**src/rtl/alu_stage_pkg.sv**
```systemverilog
// Shared ALU definitions: datapath width, NZCV bit positions and ARM data-processing opcodes.
package alu_stage_pkg;

  localparam int unsigned DataWidth = 32;

  localparam int unsigned FlagN = 4;
  localparam int unsigned FlagZ = 3;
  localparam int unsigned FlagC = 2;
  localparam int unsigned FlagV = 1;

  typedef enum logic [4:1] {
    OpAnd = 4'b0000,
    OpEor = 4'b0001,
    OpSub = 4'b0010,
    OpRsb = 4'b0011,
    OpAdd = 4'b0100,
    OpAdc = 4'b0101,
    OpSbc = 4'b0110,
    OpRsc = 4'b0111,
    OpTst = 4'b1000,
    OpTeq = 4'b1001,
    OpCmp = 4'b1010,
    OpCmn = 4'b1011,
    OpOrr = 4'b1100,
    OpMov = 4'b1101,
    OpBic = 4'b1110,
    OpMvn = 4'b1111
  } alu_op_e;

  // TST/TEQ/CMP/CMN share the 10xx encoding: flags only, no register write.
  function automatic logic is_compare(alu_op_e op);
    return op[4:3] == 2'b10;
  endfunction

endpackage

```
**src/rtl/alu_stage_core.sv**
```systemverilog
// Combinational ARM data-processing ALU: result, NZCV candidates, flag-update and write-enable.
module alu_core
  import alu_stage_pkg::*;
(
  input  alu_op_e              i_op,
  input  logic                 i_s,
  input  logic [DataWidth:1]   i_a,
  input  logic [DataWidth:1]   i_b,
  input  logic                 i_shift_carry,
  input  logic                 i_carry,
  input  logic                 i_v,
  output logic [DataWidth:1]   o_result,
  output logic                 o_n,
  output logic                 o_z,
  output logic                 o_c,
  output logic                 o_v,
  output logic                 o_flag_upd,
  output logic                 o_write_en
);

  logic [DataWidth:1]   w_x;
  logic [DataWidth:1]   w_y;
  logic                 w_cin;
  logic                 w_arith;
  logic [DataWidth+1:1] w_sum;

  // Every arithmetic op reduces to x + y + cin on one 33-bit adder.
  always_comb begin
    w_x     = '0;
    w_y     = '0;
    w_cin   = 1'b0;
    w_arith = 1'b1;
    unique case (i_op)
      OpAdd, OpCmn: begin w_x = i_a; w_y = i_b;  w_cin = 1'b0;    end
      OpAdc:        begin w_x = i_a; w_y = i_b;  w_cin = i_carry; end
      OpSub, OpCmp: begin w_x = i_a; w_y = ~i_b; w_cin = 1'b1;    end
      OpSbc:        begin w_x = i_a; w_y = ~i_b; w_cin = i_carry; end
      OpRsb:        begin w_x = i_b; w_y = ~i_a; w_cin = 1'b1;    end
      OpRsc:        begin w_x = i_b; w_y = ~i_a; w_cin = i_carry; end
      default:      w_arith = 1'b0;
    endcase
  end

  assign w_sum = {1'b0, w_x} + {1'b0, w_y} + {{DataWidth{1'b0}}, w_cin};

  always_comb begin
    o_result = w_sum[DataWidth:1];
    unique case (i_op)
      OpAnd, OpTst: o_result = i_a & i_b;
      OpEor, OpTeq: o_result = i_a ^ i_b;
      OpOrr:        o_result = i_a | i_b;
      OpMov:        o_result = i_b;
      OpBic:        o_result = i_a & ~i_b;
      OpMvn:        o_result = ~i_b;
      default:      o_result = w_sum[DataWidth:1];
    endcase
  end

  assign o_n        = o_result[DataWidth];
  assign o_z        = (o_result == '0);
  assign o_c        = w_arith ? w_sum[DataWidth+1] : i_shift_carry;
  assign o_v        = w_arith ? ((w_x[DataWidth] == w_y[DataWidth]) &&
                                 (w_sum[DataWidth] != w_x[DataWidth])) : i_v;
  assign o_flag_upd = i_s | is_compare(i_op);
  assign o_write_en = ~is_compare(i_op);

endmodule

```
**src/rtl/alu_stage.sv**
```systemverilog
// Registered ALU stage: valid/ready handshake, result register and architectural NZCV flags.
module alu_stage
  import alu_stage_pkg::*;
(
  input  logic                 clk,
  input  logic                 rst_n,
  input  logic                 In_Valid,
  output logic                 In_Ready,
  input  logic [4:1]           ALU_OP,
  input  logic                 S,
  input  logic [DataWidth:1]   Operand_A,
  input  logic [DataWidth:1]   Shift_Out,
  input  logic                 Shift_Carry_Out,
  output logic                 Out_Valid,
  input  logic                 Out_Ready,
  output logic [DataWidth:1]   ALU_Out,
  output logic                 Write_En,
  output logic [4:1]           NZCV,
  output logic                 Carry_flag
);

  logic                 r_out_valid;
  logic [DataWidth:1]   r_alu_out;
  logic                 r_write_en;
  logic [4:1]           r_nzcv;

  logic                 w_accept;
  logic [DataWidth:1]   w_result;
  logic                 w_n;
  logic                 w_z;
  logic                 w_c;
  logic                 w_v;
  logic                 w_flag_upd;
  logic                 w_write_en;

  assign In_Ready = ~r_out_valid | Out_Ready;
  assign w_accept = In_Valid & In_Ready;

  alu_core u_alu_core (
    .i_op          (alu_op_e'(ALU_OP)),
    .i_s           (S),
    .i_a           (Operand_A),
    .i_b           (Shift_Out),
    .i_shift_carry (Shift_Carry_Out),
    .i_carry       (r_nzcv[FlagC]),
    .i_v           (r_nzcv[FlagV]),
    .o_result      (w_result),
    .o_n           (w_n),
    .o_z           (w_z),
    .o_c           (w_c),
    .o_v           (w_v),
    .o_flag_upd    (w_flag_upd),
    .o_write_en    (w_write_en)
  );

  always_ff @(posedge clk or negedge rst_n) begin
    if (!rst_n) begin
      r_out_valid <= 1'b0;
      r_alu_out   <= '0;
      r_write_en  <= 1'b0;
      r_nzcv      <= '0;
    end else if (w_accept) begin
      r_out_valid <= 1'b1;
      r_alu_out   <= w_result;
      r_write_en  <= w_write_en;
      if (w_flag_upd) begin
        r_nzcv[FlagN] <= w_n;
        r_nzcv[FlagZ] <= w_z;
        r_nzcv[FlagC] <= w_c;
        r_nzcv[FlagV] <= w_v;
      end
    end else if (Out_Ready) begin
      r_out_valid <= 1'b0;
    end
  end

  assign Out_Valid  = r_out_valid;
  assign ALU_Out    = r_alu_out;
  assign Write_En   = r_write_en;
  assign NZCV       = r_nzcv;
  assign Carry_flag = r_nzcv[FlagC];

endmodule

```
**config.mk**
```make
export PLATFORM = sky130hd
export DESIGN_NAME = alu_stage
export DESIGN_NICKNAME = d
export VERILOG_FILES = /design/src/rtl/alu_stage_pkg.sv /design/src/rtl/alu_stage_core.sv /design/src/rtl/alu_stage.sv
export SDC_FILE = /design/constraint.sdc
export NUM_CORES = 1
export LEC_CHECK = 0
export CORE_MARGIN = 4
export CORE_UTILIZATION = 46
export CTS_BUF_LIST = sky130_fd_sc_hd__clkbuf_4
export CTS_CLUSTER_SIZE = 16
export DETAILED_ROUTE_END_ITERATION = 7
export GPL_TIMING_DRIVEN = 0
export MAX_ROUTING_LAYER = met4
export PLACE_DENSITY = 0.8
export SETUP_SLACK_MARGIN = 0.02
export SLEW_MARGIN = 20
export SYNTH_ARGS = -nofsm -noshare
export SYNTH_HDL_FRONTEND = slang
export SYNTH_SLANG_ARGS = --single-unit
```
**constraint.sdc**
```tcl
create_clock -name clk -period 6.7 [get_ports clk]
set_input_delay 2.01 -clock clk [delete_from_list [all_inputs] [get_ports clk]]
set_output_delay 2.01 -clock clk [all_outputs]
set_load 0.01 [all_outputs]
```
; Word-level counts from Yosys, hierarchy flattened
; Index checks and enable logic that the tools add are counted.
[word_totals]
in_bits = 74
output_inout_bits = 40
register_bits = 38
word_cells = 59
[op_classes]
n_eq_ne = 18
reduce_logical = 15
add_sub_neg = 2
bitwise_logic = 11
n_mux = 8
[op_table]
columns = cell, n
row1 = one-hot mux 32 bit (6 select lines), 1
row2 = one-hot mux 32 bit (3 select lines), 1
row3 = bitwise AND 32 bit, 2
row4 = NOT 32 bit, 2
row5 = one-hot mux 32 bit (2 select lines), 1
row6 = adder 32 x 32 -> 33 bit, 1
row7 = adder 33 x 1 -> 33 bit, 1
row8 = equality test 4 bit (second input constant), 8
row9 = logical NOT 32 bit, 1
row10 = bitwise OR 32 bit, 1
row11 = bitwise XOR 32 bit, 1
row12 = equality test 4 x 3 -> 1 bit (second input constant), 4
row13 = OR reduction 3 bit, 4
row14 = equality test 4 x 2 -> 1 bit (second input constant), 2
row15 = OR reduction 8 bit, 1
row16 = OR reduction 2 bit, 3
row17 = OR reduction 6 bit, 1
row18 = equality test 4 x 1 -> 1 bit (second input constant), 1
row19 = logical NOT 4 bit, 1
row20 = two-way mux 1 bit, 4
row21 = AND reduction 3 bit, 1
row22 = equality test 2 bit (second input constant), 1
row23 = NOT 1 bit, 2
row24 = bitwise OR 1 bit, 2
row25 = 7 further kinds, 7

; Depth between registers and ports, before layout
[depth]
ltp_word = 7
ltp_mapped = 23
depth_no_buf = 18

; By module
; Synthesis repeated with hierarchy kept, for this count alone.
[unflattened]
hier_cells = 934
area_unflattened_um2 = 6899.1
[by_module_without_submodules]
columns = module, seq_area_each_um2, cells_each, instances, area_per_inst_um2
row1 = alu_core, 0.0, 850, 1, 5420.2
row2 = alu_stage, 950.9, 84, 1, 1478.9

; Worst setup path after synthesis
; Ideal clock, no wire load.
[synth_timing]
kind = input-to-reg
from = input ALU_OP[2] (netlist name)
to = register r_nzcv, in the netlist NZCV[3]
required_ns = 6.597
arrival_ns = 6.562
setup_ns = 0.103
slack_ns = 0.035
path_buffers = 7
cell_stages = 22
path_cell_list = buf_4 > buf_4 > buf_6 > buf_4 > buf_2 > buf_2 > nand3b_1 > clkbuf_1 > o221ai_1 > fa_1 > inv_1 > fa_1 > nor2b_1 > o31a_1 > o211a_1 > nor3_1 > o32ai_2 > a2111o_1 > or4_1 > nor4_2 > nand4_1 > o41ai_2
[synth_via]
elab_chain_len = 7
elab_cells_between_ends = 31
cone_classes = add/sub: 2 / eq/ne: 15 / mux: 4 / reduce/logical: 10
[synth_rtl]
columns = element, line_no
row1 = start: declaration, alu_stage.sv:9  ; input logic [4:1] ALU_OP,
row2 = equality test 4 x 3 -> 1 bit (tied with other cells), alu_stage_core.sv:33  ; unique case (i_op)
row3 = OR reduction 6 bit (no line) (tied with other cells), --
row4 = one-hot mux 32 bit (2 select lines) / one-hot mux 32 bit (3 select lines) (equally long branches), alu_stage_core.sv:33
row5 = adder 32 x 32 -> 33 bit, alu_stage_core.sv:44  ; assign w_sum = {1'b0, w_x} + {1'b0, w_y} + {{DataWidth{1'b0}}, w_cin};
row6 = adder 33 x 1 -> 33 bit, alu_stage_core.sv:44
row7 = one-hot mux 32 bit (6 select lines) *, alu_stage_core.sv:48  ; unique case (i_op)
row8 = logical NOT 32 bit *, alu_stage_core.sv:60  ; assign o_z = (o_result == '0);
row9 = end signal: indexed assignment, alu_stage.sv:67  ; r_nzcv[FlagN] <= w_n;
row10 = end signal: indexed assignment, alu_stage.sv:68  ; r_nzcv[FlagZ] <= w_z;
row11 = end signal: indexed assignment, alu_stage.sv:69  ; r_nzcv[FlagC] <= w_c;
row12 = end: declaration, alu_stage.sv:25  ; logic [4:1] r_nzcv;
; Every way passes the cells marked *; elsewhere a longest branch is shown, timed or not.
; A chain may end at the register's enable or synchronous reset.

; Final worst setup path
[layout_timing]
from = input ALU_OP[1] (netlist name)
to = register r_nzcv, in the netlist NZCV[3]
; Same word-level chain as after synthesis.

==> metrics <==
Worst setup SP type=primary input; total vias in the final route=8080; Clock Latency Late Sink=360 ps; Primary FF master, synth=dfrtp_1; global route overflow=0; Post-synth EDFFs=0; Peak supply drop=0.000200 V; Critical Path End Type=flop; DR WL/cell=21.3 um; R2R setup slack=2180 ps; gpl congestion=1.05; Post-synth ARST share=100%; Antenna Cells=0; Net Count, Synth=1080; Synth Area per Inst=7.23 um^2; Inst Count DP=1238; Post-Synth XOR/XNOR Area=4.89%; r2r endpoint=NZCV[3]; synthesized area=6810 um^2; mux share of post-synthesis cell area=5.28%; remaining antenna violation count=0; vias per cell=6.45; drt pass-1 iters=6; most frequent cell after synthesis=nand2_1; Hold EP=ALU_Out[11]; relative slew slack=44.0%; Final setup viols=0; clock root buffer=clkbuf_4; R2R depth=18; drt drc=0; Num CTS Buffers=5; slowest CP cell=nor3_1; Total GRT Usage=31.9%; Hold Path Origin=ALU_Out[11]; Routed WL=26.7 mm; vias in the first global route=7722; f_max=0.150 GHz; Chip Height=130 um; sequential share of the synthesized area=14.0%; Max FO, Critical Path=13; Slew Viols, Final=0; most used cell, CP=nand4_1; Warnings, synthesis=0; simple-gate portion of the synthesized area=19.9%; 1st-iter DRT viols=1151; Slowest Stage Delay on Critical Path=480 ps; r2r startpoint=NZCV[2]; hpwl dp=20.5 mm; Final Cycle Share=99.7%; Crit path required time=6950 ps; final net count=1208; clock sink count=38; # port buffers=112; crit path time final=6680 ps; Non-Filler Instances=1253; core footprint=14500 um^2; Final TNS setup=0 ps; CTS Hold Buffers Added=0; critical path class=in -> reg; initial antenna violation count=0; CTS H-tree depth=2; critical path, cell by cell=clkdlybuf4s18_2 > clkinvlp_4 > buf_2 > nand3_2 > nand2b_4 > clkbuf_2 > nand2_1 > o21ai_0 > ha_1 > clkbuf_1 > nand4_1 > nor3_1 > o2111ai_1 > nand3_1 > xor2_1 > a221oi_2 > nand4_1 > nor4_2 > nand4_1 > o41ai_2; Synth Area in Compound Gates=34.9%; largest family of logic cells by synthesized area=compound AO/OA/AOI/OAI gates; Hold Fails Final Rpt=0; post-synth top area share=14.0%; hold path cells=1; most frequent cells after synthesis=nand2_1, o21ai_0, inv_1; Worst-Margin Slew=837 ps; hold crit path type=reg -> reg; FF+latch count, synth=38; top cells by area, synth=dfrtp_1, ha_1, nand2_1; Clock Path Buffers=2; status=finished clean; Cell Pwr Density=143 nW/um^2; Top Ports=114; Hold WS=490 ps; Chip Width=130 um; first-pass GRT wire length=41.2 mm; Setup Skew=16.4 ps; CTS tree=yes; cell count after synthesis=941; adder-cell share of the synthesized area=12.2%; count of cell types in the netlist=89; fraction of layout cells with a size suffix above 1=13.3%; Critical Path AT=6930 ps; post-synth top area cell=dfrtp_1; Clock Pin Slew Worst Setup and Hold Paths=100 ps; Initial Utilization=46.8%; max cap viols=0; largest net degree at the start of global routing=34; total die area=16800 um^2; leakage=3.63 nW; Area Growth Syn to Fin=26.0%; Rows=44; total power=1.23 mW
## report_power, final
group / internal, mW / switching (mW)
clock: 0.0477 / 0.0757
combinational: 0.353 / 0.438
sequential: 0.280 / 0.0315
## what timing repair did
action,in CTS,in global routing
resized for setup,58,35
endpoints found under the setup margin,29,5
endpoints found under the hold margin,0,0
buffers inserted,8,7
pin swaps,4,8
## routing by layer
| layer | global-route usage, % | part of all wire, % | up-vias |
|---|---|---|---|
| li1 | - | - | 3764 |
| met1 | 42.4 | 42 | 3746 |
| met2 | 46.4 | 43 | 499 |
| met4 | 10.1 | 2.8 | 0 |
| met5 | - | 0 | - |
| met3 | 9.65 | 12 | 71 |
## worst max-delay path, delay by kind of cell
| family | cells | cell delay (ps) |
|---|---|---|
| AO/OA/AOI/OAI | 4 | 1070 |
| XOR/XNOR | 1 | 120 |
| adder cells (fa/ha/maj) | 1 | 290 |
| buffers and inverters | 5 | 1480 |
| AND/OR/NAND/NOR | 9 | 1950 |
## state kept, by name (all words and copies together), names as in the netlist
| name | cells |
|---|---|
| Out_Valid | 1 |
| ALU_Out | 32 |
| NZCV | 4 |
| Write_En | 1 |
## per-stage QoR
stage / utilization [%] / setup WS, ps / instance area (um^2)
after floorplan: - / 35.0 / 6810
after global placement: 56.1 / -1820 / 8160
after detailed placement: 56.2 / -1820 / 8170
after CTS: 58.1 / 31.9 / 8440
after global routing: 59.0 / -145 / 8580
final: 59.0 / 23.1 / 8580
## cells by family after synthesis
| group | Yosys count |
|---|---|
| AND/OR/NAND/NOR | 285 |
| XOR/XNOR | 38 |
| flip-flops | 38 |
| adder cells (fa/ha/maj) | 65 |
| AO/OA/AOI/OAI | 340 |
| multiplexers | 33 |
| buffers and inverters | 142 |
## how the worst max path moves through the flow
stage                   end  startpoint  cells past startpoint
CTS                 NZCV[3]   ALU_OP[2]                     21
floorplan           NZCV[3]   ALU_OP[2]                     22
global placement    NZCV[3]   ALU_OP[2]                     24
finish              NZCV[3]   ALU_OP[1]                     20
detailed placement  NZCV[3]   ALU_OP[2]                     24
global route        NZCV[3]   ALU_OP[1]                     20
## cell usage in the layout, fill, tap and decap left out, types with 10 or more instances in the layout
cell type        synthesis  routed
o221ai_1                35      33
nand2b_1                12      11
nor2_1                  39      39
a222oi_1                10      10
o22ai_1                 17      17
nand2_1                137     136
buf_2                   14      11
ha_1                    63      62
nand3_1                 17      15
nand4_1                 11      11
xor2_1                  13      13
clkdlybuf4s50_1          0     108
mux2i_1                 10      10
mux2_2                  23      23
a21o_1                  11      11
a211oi_1                11      11
nor3_1                  19      17
o211ai_1                10      10
buf_4                    7      21
xnor2_1                 25      25
dfrtp_1                 38      38
inv_1                   78      77
a21oi_1                 47      44
clkbuf_1                38      20
clkbuf_4                 0      11
o21ai_0                 95      92
## area by class of cell
| type | instances | area (um^2) |
|---|---|---|
| Buffer | 57 | 392 |
| Clock buffer | 7 | 52.6 |
| Fill cell | 1369 | 5960 |
| Inverter | 78 | 297 |
| Multi-Input combinational cell | 761 | 5410 |
| Sequential cell | 38 | 951 |
| Tap cell | 184 | 230 |
| Timing Repair Buffer | 128 | 1250 |
Note: power is estimated with default switching activity, not from simulation.
